--- src/rtl/sd_spi_master.sv ---
// sd_spi_master
//   SPI master for SD cards and other SPI peripherals. The CPU issues single
//   commands via a rising edge on sd_signal. Supported commands: card init
//   clocking, byte exchange, chip-select control, divider control, and a
//   hardware "wait for non-0xFF" response poll.
//
// Ports
//   clock50    system clock, rising edge
//   reset      synchronous active-high reset
//   SPI_CS     chip selects, active low (CS[0] is SD_DATA[3])
//   SPI_SCLK   serial clock, mode 0
//   SPI_MISO   serial data in (SD_DATA[0])
//   SPI_MOSI   serial data out, MSB first (SD_CMD)
//   sd_signal  command strobe, a 0->1 edge starts a command
//   sd_cmd     command id (0 INIT, 1 XFER, 2 CS_ON, 3 CS_OFF,
//              4 SPEED, 5 SLOW, 6 WAIT, 7 no-op)
//   sd_sel     chip-select index for CS_ON
//   sd_out     TX byte for XFER, divider for SPEED
//   sd_din     last received byte
//   sd_busy    high while a command executes
//   sd_timeout idle timeout reached
//   sd_err     last WAIT ran out of bytes without a response
module sd_spi_master #(
    parameter int SLOW_DIV    = 250,
    parameter int INIT_CLOCKS = 80,
    parameter int CS_COUNT    = 2,
    parameter int WAIT_MAX    = 256,
    parameter int TIMEOUT_CNT = 5000000,
    localparam int SELW = (CS_COUNT > 1) ? $clog2(CS_COUNT) : 1
) (
    input  logic                clock50,
    input  logic                reset,
    output logic [CS_COUNT-1:0] SPI_CS,
    output logic                SPI_SCLK,
    input  logic                SPI_MISO,
    output logic                SPI_MOSI,
    input  logic                sd_signal,
    input  logic [2:0]          sd_cmd,
    input  logic [SELW-1:0]     sd_sel,
    input  logic [7:0]          sd_out,
    output logic [7:0]          sd_din,
    output logic                sd_busy,
    output logic                sd_timeout,
    output logic                sd_err
);

    localparam int DIV_W  = ($clog2(SLOW_DIV + 1) > 8) ? $clog2(SLOW_DIV + 1) : 8;
    localparam int TOG_W  = $clog2(2 * INIT_CLOCKS + 1);
    localparam int WCNT_W = $clog2(WAIT_MAX + 1);
    localparam int TMO_W  = $clog2(TIMEOUT_CNT + 1);

    localparam logic [2:0] CMD_INIT   = 3'd0;
    localparam logic [2:0] CMD_XFER   = 3'd1;
    localparam logic [2:0] CMD_CS_ON  = 3'd2;
    localparam logic [2:0] CMD_CS_OFF = 3'd3;
    localparam logic [2:0] CMD_SPEED  = 3'd4;
    localparam logic [2:0] CMD_SLOW   = 3'd5;
    localparam logic [2:0] CMD_WAIT   = 3'd6;

    typedef enum logic [2:0] {
        IDLE, INIT, XFER_LO, XFER_HI, WAIT_CHK, CSDLY
    } state_t;

    state_t state, state_nxt;

    logic [1:0]          sig_sr;
    logic                start;

    logic [2:0]          cmd, cmd_nxt;
    logic [SELW-1:0]     sel, sel_nxt;
    logic [7:0]          tx, tx_nxt;
    logic [7:0]          rx, rx_nxt;
    logic [DIV_W-1:0]    cnt, cnt_nxt;
    logic [DIV_W-1:0]    div, div_nxt;
    logic [2:0]          bitn, bitn_nxt;
    logic [TOG_W-1:0]    tog, tog_nxt;
    logic [WCNT_W-1:0]   nbytes, nbytes_nxt, nbytes_inc;
    logic [TMO_W-1:0]    tmo, tmo_nxt;

    logic [CS_COUNT-1:0] cs_q, cs_nxt, cs_sel_val;
    logic                sclk_q, sclk_nxt;
    logic                mosi_q, mosi_nxt;
    logic [7:0]          din_q, din_nxt;
    logic                err_q, err_nxt;

    assign start      = (sig_sr == 2'b01) && (state == IDLE);
    assign nbytes_inc = nbytes + WCNT_W'(1);

    // One-hot-low select pattern; an out-of-range index matches no line.
    always_comb begin
        cs_sel_val = '1;
        for (int i = 0; i < CS_COUNT; i++) begin
            if (sel == SELW'(i)) cs_sel_val[i] = 1'b0;
        end
    end

    always_ff @(posedge clock50) begin
        if (reset) state <= IDLE;
        else       state <= state_nxt;
    end

    always_comb begin
        state_nxt  = state;
        cmd_nxt    = cmd;
        sel_nxt    = sel;
        tx_nxt     = tx;
        rx_nxt     = rx;
        cnt_nxt    = cnt;
        div_nxt    = div;
        bitn_nxt   = bitn;
        tog_nxt    = tog;
        nbytes_nxt = nbytes;
        cs_nxt     = cs_q;
        sclk_nxt   = sclk_q;
        mosi_nxt   = mosi_q;
        din_nxt    = din_q;
        err_nxt    = err_q;

        case (state)
            IDLE: begin
                if (start) begin
                    cmd_nxt  = sd_cmd;
                    sel_nxt  = sd_sel;
                    // Two wait cycles plus the write cycle for the CS delay path.
                    cnt_nxt  = DIV_W'(2);
                    case (sd_cmd)
                        CMD_INIT: begin
                            cs_nxt    = '1;
                            mosi_nxt  = 1'b1;
                            sclk_nxt  = 1'b0;
                            div_nxt   = DIV_W'(SLOW_DIV);
                            cnt_nxt   = DIV_W'(SLOW_DIV - 1);
                            tog_nxt   = '0;
                            state_nxt = INIT;
                        end
                        CMD_XFER: begin
                            tx_nxt    = sd_out;
                            mosi_nxt  = sd_out[7];
                            sclk_nxt  = 1'b0;
                            cnt_nxt   = div - DIV_W'(1);
                            bitn_nxt  = '0;
                            state_nxt = XFER_LO;
                        end
                        CMD_WAIT: begin
                            tx_nxt     = 8'hFF;
                            mosi_nxt   = 1'b1;
                            sclk_nxt   = 1'b0;
                            cnt_nxt    = div - DIV_W'(1);
                            bitn_nxt   = '0;
                            nbytes_nxt = '0;
                            err_nxt    = 1'b0;
                            state_nxt  = XFER_LO;
                        end
                        CMD_SPEED: begin
                            div_nxt   = (sd_out == 8'd0) ? DIV_W'(1) : DIV_W'(sd_out);
                            state_nxt = CSDLY;
                        end
                        CMD_SLOW: begin
                            div_nxt   = DIV_W'(SLOW_DIV);
                            state_nxt = CSDLY;
                        end
                        default: state_nxt = CSDLY;
                    endcase
                end
            end

            // After the last toggle SCLK is already low; one more cycle
            // releases MOSI and finishes.
            INIT: begin
                if (tog == TOG_W'(2 * INIT_CLOCKS)) begin
                    sclk_nxt  = 1'b0;
                    mosi_nxt  = 1'b0;
                    state_nxt = IDLE;
                end else if (cnt == '0) begin
                    sclk_nxt = ~sclk_q;
                    tog_nxt  = tog + TOG_W'(1);
                    cnt_nxt  = DIV_W'(SLOW_DIV - 1);
                end else begin
                    cnt_nxt = cnt - DIV_W'(1);
                end
            end

            XFER_LO: begin
                if (cnt == '0) begin
                    sclk_nxt  = 1'b1;
                    rx_nxt    = {rx[6:0], SPI_MISO};
                    cnt_nxt   = div - DIV_W'(1);
                    state_nxt = XFER_HI;
                end else begin
                    cnt_nxt = cnt - DIV_W'(1);
                end
            end

            // TX shifts in ones so a WAIT keeps MOSI high on every bit.
            XFER_HI: begin
                if (cnt == '0) begin
                    sclk_nxt = 1'b0;
                    if (bitn == 3'd7) begin
                        mosi_nxt  = 1'b0;
                        state_nxt = WAIT_CHK;
                    end else begin
                        tx_nxt    = {tx[6:0], 1'b1};
                        mosi_nxt  = tx[6];
                        bitn_nxt  = bitn + 3'd1;
                        cnt_nxt   = div - DIV_W'(1);
                        state_nxt = XFER_LO;
                    end
                end else begin
                    cnt_nxt = cnt - DIV_W'(1);
                end
            end

            // Byte complete: publish it and, for WAIT, decide whether to poll again.
            WAIT_CHK: begin
                din_nxt   = rx;
                state_nxt = IDLE;
                if (cmd == CMD_WAIT && rx == 8'hFF) begin
                    if (nbytes_inc == WCNT_W'(WAIT_MAX)) begin
                        err_nxt = 1'b1;
                    end else begin
                        nbytes_nxt = nbytes_inc;
                        tx_nxt     = 8'hFF;
                        mosi_nxt   = 1'b1;
                        bitn_nxt   = '0;
                        cnt_nxt    = div - DIV_W'(1);
                        state_nxt  = XFER_LO;
                    end
                end
            end

            CSDLY: begin
                if (cnt == '0) begin
                    if (cmd == CMD_CS_ON)  cs_nxt = cs_sel_val;
                    if (cmd == CMD_CS_OFF) cs_nxt = '1;
                    state_nxt = IDLE;
                end else begin
                    cnt_nxt = cnt - DIV_W'(1);
                end
            end

            default: state_nxt = IDLE;
        endcase
    end

    // Idle timer: cleared by each command, counts only while idle, sticks at the limit.
    always_comb begin
        tmo_nxt = tmo;
        if (start)
            tmo_nxt = '0;
        else if (state == IDLE && tmo != TMO_W'(TIMEOUT_CNT))
            tmo_nxt = tmo + TMO_W'(1);
    end

    always_ff @(posedge clock50) begin
        if (reset) begin
            sig_sr <= 2'b00;
            cs_q   <= '1;
            sclk_q <= 1'b0;
            mosi_q <= 1'b0;
            din_q  <= 8'h00;
            err_q  <= 1'b0;
            div    <= DIV_W'(SLOW_DIV);
            tmo    <= TMO_W'(TIMEOUT_CNT);
        end else begin
            sig_sr <= {sig_sr[0], sd_signal};
            cs_q   <= cs_nxt;
            sclk_q <= sclk_nxt;
            mosi_q <= mosi_nxt;
            din_q  <= din_nxt;
            err_q  <= err_nxt;
            div    <= div_nxt;
            tmo    <= tmo_nxt;
        end
    end

    // Working registers; only meaningful once a command has loaded them.
    always_ff @(posedge clock50) begin
        cmd    <= cmd_nxt;
        sel    <= sel_nxt;
        tx     <= tx_nxt;
        rx     <= rx_nxt;
        cnt    <= cnt_nxt;
        bitn   <= bitn_nxt;
        tog    <= tog_nxt;
        nbytes <= nbytes_nxt;
    end

    assign SPI_CS     = cs_q;
    assign SPI_SCLK   = sclk_q;
    assign SPI_MOSI   = mosi_q;
    assign sd_din     = din_q;
    assign sd_err     = err_q;
    assign sd_busy    = (state != IDLE);
    assign sd_timeout = (tmo == TMO_W'(TIMEOUT_CNT));

endmodule

--- config.mk ---
export PLATFORM = sky130hd
export DESIGN_NAME = sd_spi_master
export DESIGN_NICKNAME = d
export VERILOG_FILES = /design/src/rtl/sd_spi_master.sv
export SDC_FILE = /design/constraint.sdc
export NUM_CORES = 1
export LEC_CHECK = 0
export ABC_CLOCK_PERIOD_IN_PS = 3200
export BUFFER_PORTS_ARGS = -buffer_cell sky130_fd_sc_hd__buf_2
export CAP_MARGIN = 15
export CORE_UTILIZATION = 45
export CTS_BUF_LIST = sky130_fd_sc_hd__clkbuf_2
export CTS_CLUSTER_DIAMETER = 30
export CTS_CLUSTER_SIZE = 12
export DETAILED_ROUTE_END_ITERATION = 8
export PLACE_DENSITY = 0.64
export SYNTH_ARGS = -nofsm -noshare
export SYNTH_HDL_FRONTEND = slang
export SYNTH_SLANG_ARGS = --single-unit
--- constraint.sdc ---
create_clock -name clock50 -period 3.2 [get_ports clock50]
set_input_delay 0.32 -clock clock50 [delete_from_list [all_inputs] [get_ports clock50]]
set_output_delay 0.32 -clock clock50 [all_outputs]
set_load 0.1 [all_outputs]
==> results.sh <==
export IMPL_outcome="completed"
export IMPL_sw_frac_of_total_pct=37.9
export IMPL_cts_max_path_buffers=2
export IMPL_globalRoute_totalOverflow=0
export IMPL_fp_dieH_um=109
export IMPL_io_pins=31
export IMPL_synth_xor_area_share_pct=6.82
export IMPL_dr_max_layer_used="met4"
export IMPL_fin_tns_setup_ps=0
export IMPL_net_switching_power_mw=1.19
export IMPL_hold_class="in2reg"
export IMPL_htreeDepth=3
export IMPL_synthMuxAreaShare_pct=1.58
export IMPL_synth_compound_gate_area_share_pct=13.6
export IMPL_clock_insertion_delay_worst_skew_ps=600
export IMPL_critical_path_peak_fanout=24
export IMPL_routedWlPerCell_um=16.6
export IMPL_dr_first_iter_drc_count=443
export IMPL_worst_endpoint_arrival_ps=2460
export IMPL_grt_setup_unrepaired="no"
export IMPL_gp_congestion=0.892
export IMPL_num_vias=4361
export IMPL_final_setup_worst_slack_ps=423
export IMPL_final_min_clock_period_ps=2780
export IMPL_post_synthesis_instance_area_um2=5140
export IMPL_postSynthAreaPerCell_um2=9.15
export IMPL_synth_async_reset_ratio_pct=0
export IMPL_postSynthCellCount=562
export IMPL_yosysSeqAreaShare_pct=46.5
export IMPL_ys_warnings_count=0
export IMPL_setup_worst_path_start_class="flop"
export IMPL_port_buffers=30
export IMPL_root_buffer_selected_by_cts="sky130_fd_sc_hd__clkbuf_2"
export IMPL_tritoncts_num_sinks=96
export IMPL_met3_length_um=680
export IMPL_power_report_internal_total_mw=1.96
export IMPL_synth_top_family_by_area="simple AND/OR/NAND/NOR gates"
export IMPL_placedCellCount=722
export IMPL_setup_viol=0
export IMPL_initial_core_util_pct=46.8
export IMPL_finalNetCount=631
export IMPL_grt_pass1_wl_mm=20.4
export IMPL_area_growth_pct=11.1
export IMPL_number_of_global_route_vias_before_repair=4126
export IMPL_timing_clock_skew_ps=38.1
export IMPL_total_length_of_routed_met2_wires_mm=5.76
export IMPL_synth_seq_cells=96
export IMPL_dominantRegCellSynth="sky130_fd_sc_hd__dfxtp_1"
export IMPL_drv_cap=0
export IMPL_met1_length_mm=5.84
export IMPL_fin_cells=751
export IMPL_preCtsSetupSlack_ps=800
export IMPL_power_density_nw_per_um2=551
export IMPL_numCtsBuffers=9
export IMPL_cts_post_setup_buffers_inserted=0
export IMPL_slew_viol_final=0
export IMPL_worst_ir_drop_vdd_uv=215
export IMPL_grt_antenna_before_repair=0
export IMPL_synth_lib_cells_used_distinct=68
export IMPL_cts_tree="done"
export IMPL_antenna_cells=0
export IMPL_power_static_leakage_nw=2.06
export IMPL_worst_pin_slew_ps=838
export IMPL_seqCellArea_um2=2390
export IMPL_dp_hpwl_mm=9.01
export IMPL_worst_setup_path_end_kind="output pin"
export IMPL_die_outline_width_um=109
export IMPL_num_rows=38
export IMPL_fmax_mhz=360
export IMPL_finalHoldViolCount=0
export IMPL_core_region_area_um2=11000
export IMPL_drc_errors=0
export IMPL_number_of_gates_given_a_new_drive_strength_after_cts=0
export IMPL_fin_crit_sh_pct=86.8
export IMPL_power_clock_fraction_pct=19.2
export IMPL_clk_transition_reported_paths_ps=270
export IMPL_slew_headroom_pct=43.7
export IMPL_multi_input_area_um2=2590
export IMPL_layout_filler_cells=1025
export IMPL_globalRouteTotalUtil_pct=22.5
export IMPL_critPathKind="reg2out"
export IMPL_grt_max_degree=25
export IMPL_combPwrFrac_pct=31.2
export IMPL_yosys_area_share_simple_pct=26.2
export IMPL_wl_final_mm=12.4
export IMPL_fraction_of_final_layout_cells_sized_beyond_drive_strength_1_pct=11.9
export IMPL_syn_nets=587
export IMPL_final_cell_mix="sky130_fd_sc_hd__nor2_1, sky130_fd_sc_hd__nand2_1, sky130_fd_sc_hd__dfxtp_1"
export IMPL_viasPerCell=5.81
export IMPL_adder_cell_share_of_the_synthesized_area_pct=2.19
export IMPL_antenna_left=0
export IMPL_drt_pass1_iter_count=5
export IMPL_fp_dieArea_um2=11900
export IMPL_timing_critical_path_required_ps=2880
export IMPL_share_seq_of_total_power_pct=49.6
export IMPL_edff_count_synth=47
export IMPL_mostFrequentLayoutCell="sky130_fd_sc_hd__nor2_1"
-- routing by layer --
layer | vias to the layer above | global-route usage, %
met2 | 153 | 35.8
met5 | - | 0
met3 | 18 | 4.30
li1 | 2143 | -
met1 | 2047 | 30.3
met4 | 0 | 8.01
-- final timing paths --
check | startpoint | to | slack, ps | depth (start not counted)
max reg2reg | state[2] | cnt[5] | 710 | 4
min | sd_out[7] | div[7] | 70 | 3
max | state[2] | sd_busy | 420 | 4
min reg2reg | sd_din[6] | sd_din[6] | 470 | 2
-- registers in the layout (all words and copies together) (netlist names) --
register,flops
SPI_CS,2
tx,7
div,8
sig_sr,2
SPI_SCLK,1
tmo,23
bitn,3
sel,1
cmd,3
tog,8
cnt,8
nbytes,9
rx,8
sd_err,1
SPI_MOSI,1
sd_din,8
state,3
-- synthesized netlist by cell type (11+ instances only) --
| library cell | count | share of area [%] |
|---|---|---|
| sky130_fd_sc_hd__nor2_1 | 71 | 5.2 |
| sky130_fd_sc_hd__nand2_1 | 65 | 4.7 |
| sky130_fd_sc_hd__dfxtp_1 | 49 | 19 |
| sky130_fd_sc_hd__edfxtp_1 | 47 | 27 |
| sky130_fd_sc_hd__a21oi_1 | 34 | 3.3 |
| sky130_fd_sc_hd__nor3_1 | 22 | 2.1 |
| sky130_fd_sc_hd__o21ai_0 | 22 | 2.1 |
| sky130_fd_sc_hd__xor2_1 | 22 | 3.7 |
| sky130_fd_sc_hd__nand3_1 | 19 | 1.9 |
| sky130_fd_sc_hd__xnor2_1 | 18 | 3.1 |
| sky130_fd_sc_hd__inv_1 | 16 | 1.2 |
| sky130_fd_sc_hd__nor4_1 | 12 | 1.5 |
| sky130_fd_sc_hd__clkbuf_1 | 11 | 0.80 |
-- stage by stage --
step                      hold slack (ps)  area, µm²  util [%]  total power, mW
after CTS                            11.0       5710      52.0             3.16
after detailed placement              448       5470      49.8             2.55
final                                71.2       5710      52.0             3.15
after global placement                441       5470      49.8             2.53
after floorplan                       411       5140         -             2.29
after global routing                 31.8       5710      52.0             3.32
-- cell families after synthesis --
kind of cell             Yosys count
AND/OR/NAND/NOR                  261
AO/OA/AOI/OAI                    108
flip-flops                        96
XOR/XNOR                          40
buffers and inverters             40
adder cells (fa/ha/maj)            9
multiplexers                       8
-- critical path, stage by stage, from the launching register on --
cell and delay, ps:
sky130_fd_sc_hd__dfxtp_1 900, sky130_fd_sc_hd__nor3_2 110, sky130_fd_sc_hd__buf_4 210, sky130_fd_sc_hd__inv_2 160
sky130_fd_sc_hd__buf_2 470
-- power groups by stage --
stage / clock, mW / sequential [mW] / combinational (mW)
final: 0.604 / 1.56 / 0.983
after global routing: 0.672 / 1.58 / 1.07
after CTS: 0.623 / 1.56 / 0.973
after detailed placement: 0 / 1.59 / 0.957
after global placement: 0 / 1.58 / 0.949
after floorplan: 0 / 1.63 / 0.664
-- area by class of cell --
| cell class | instances | share of cell area [%] |
|---|---|---|
| Sequential cell | 96 | 41.9 |
| Tap cell | 140 | 3.07 |
| Timing Repair Buffer | 55 | 6.48 |
| Clock buffer | 9 | 0.789 |
| Multi-Input combinational cell | 426 | 45.4 |
| Inverter | 18 | 1.18 |
| Clock inverter | 7 | 1.23 |
-- repair_timing --
item                                   CTS  global route
endpoints found under the hold margin   16             0
hold buffers                            13             0
setup endpoints to repair                0             0
Note: power is estimated with default switching activity, not from simulation.
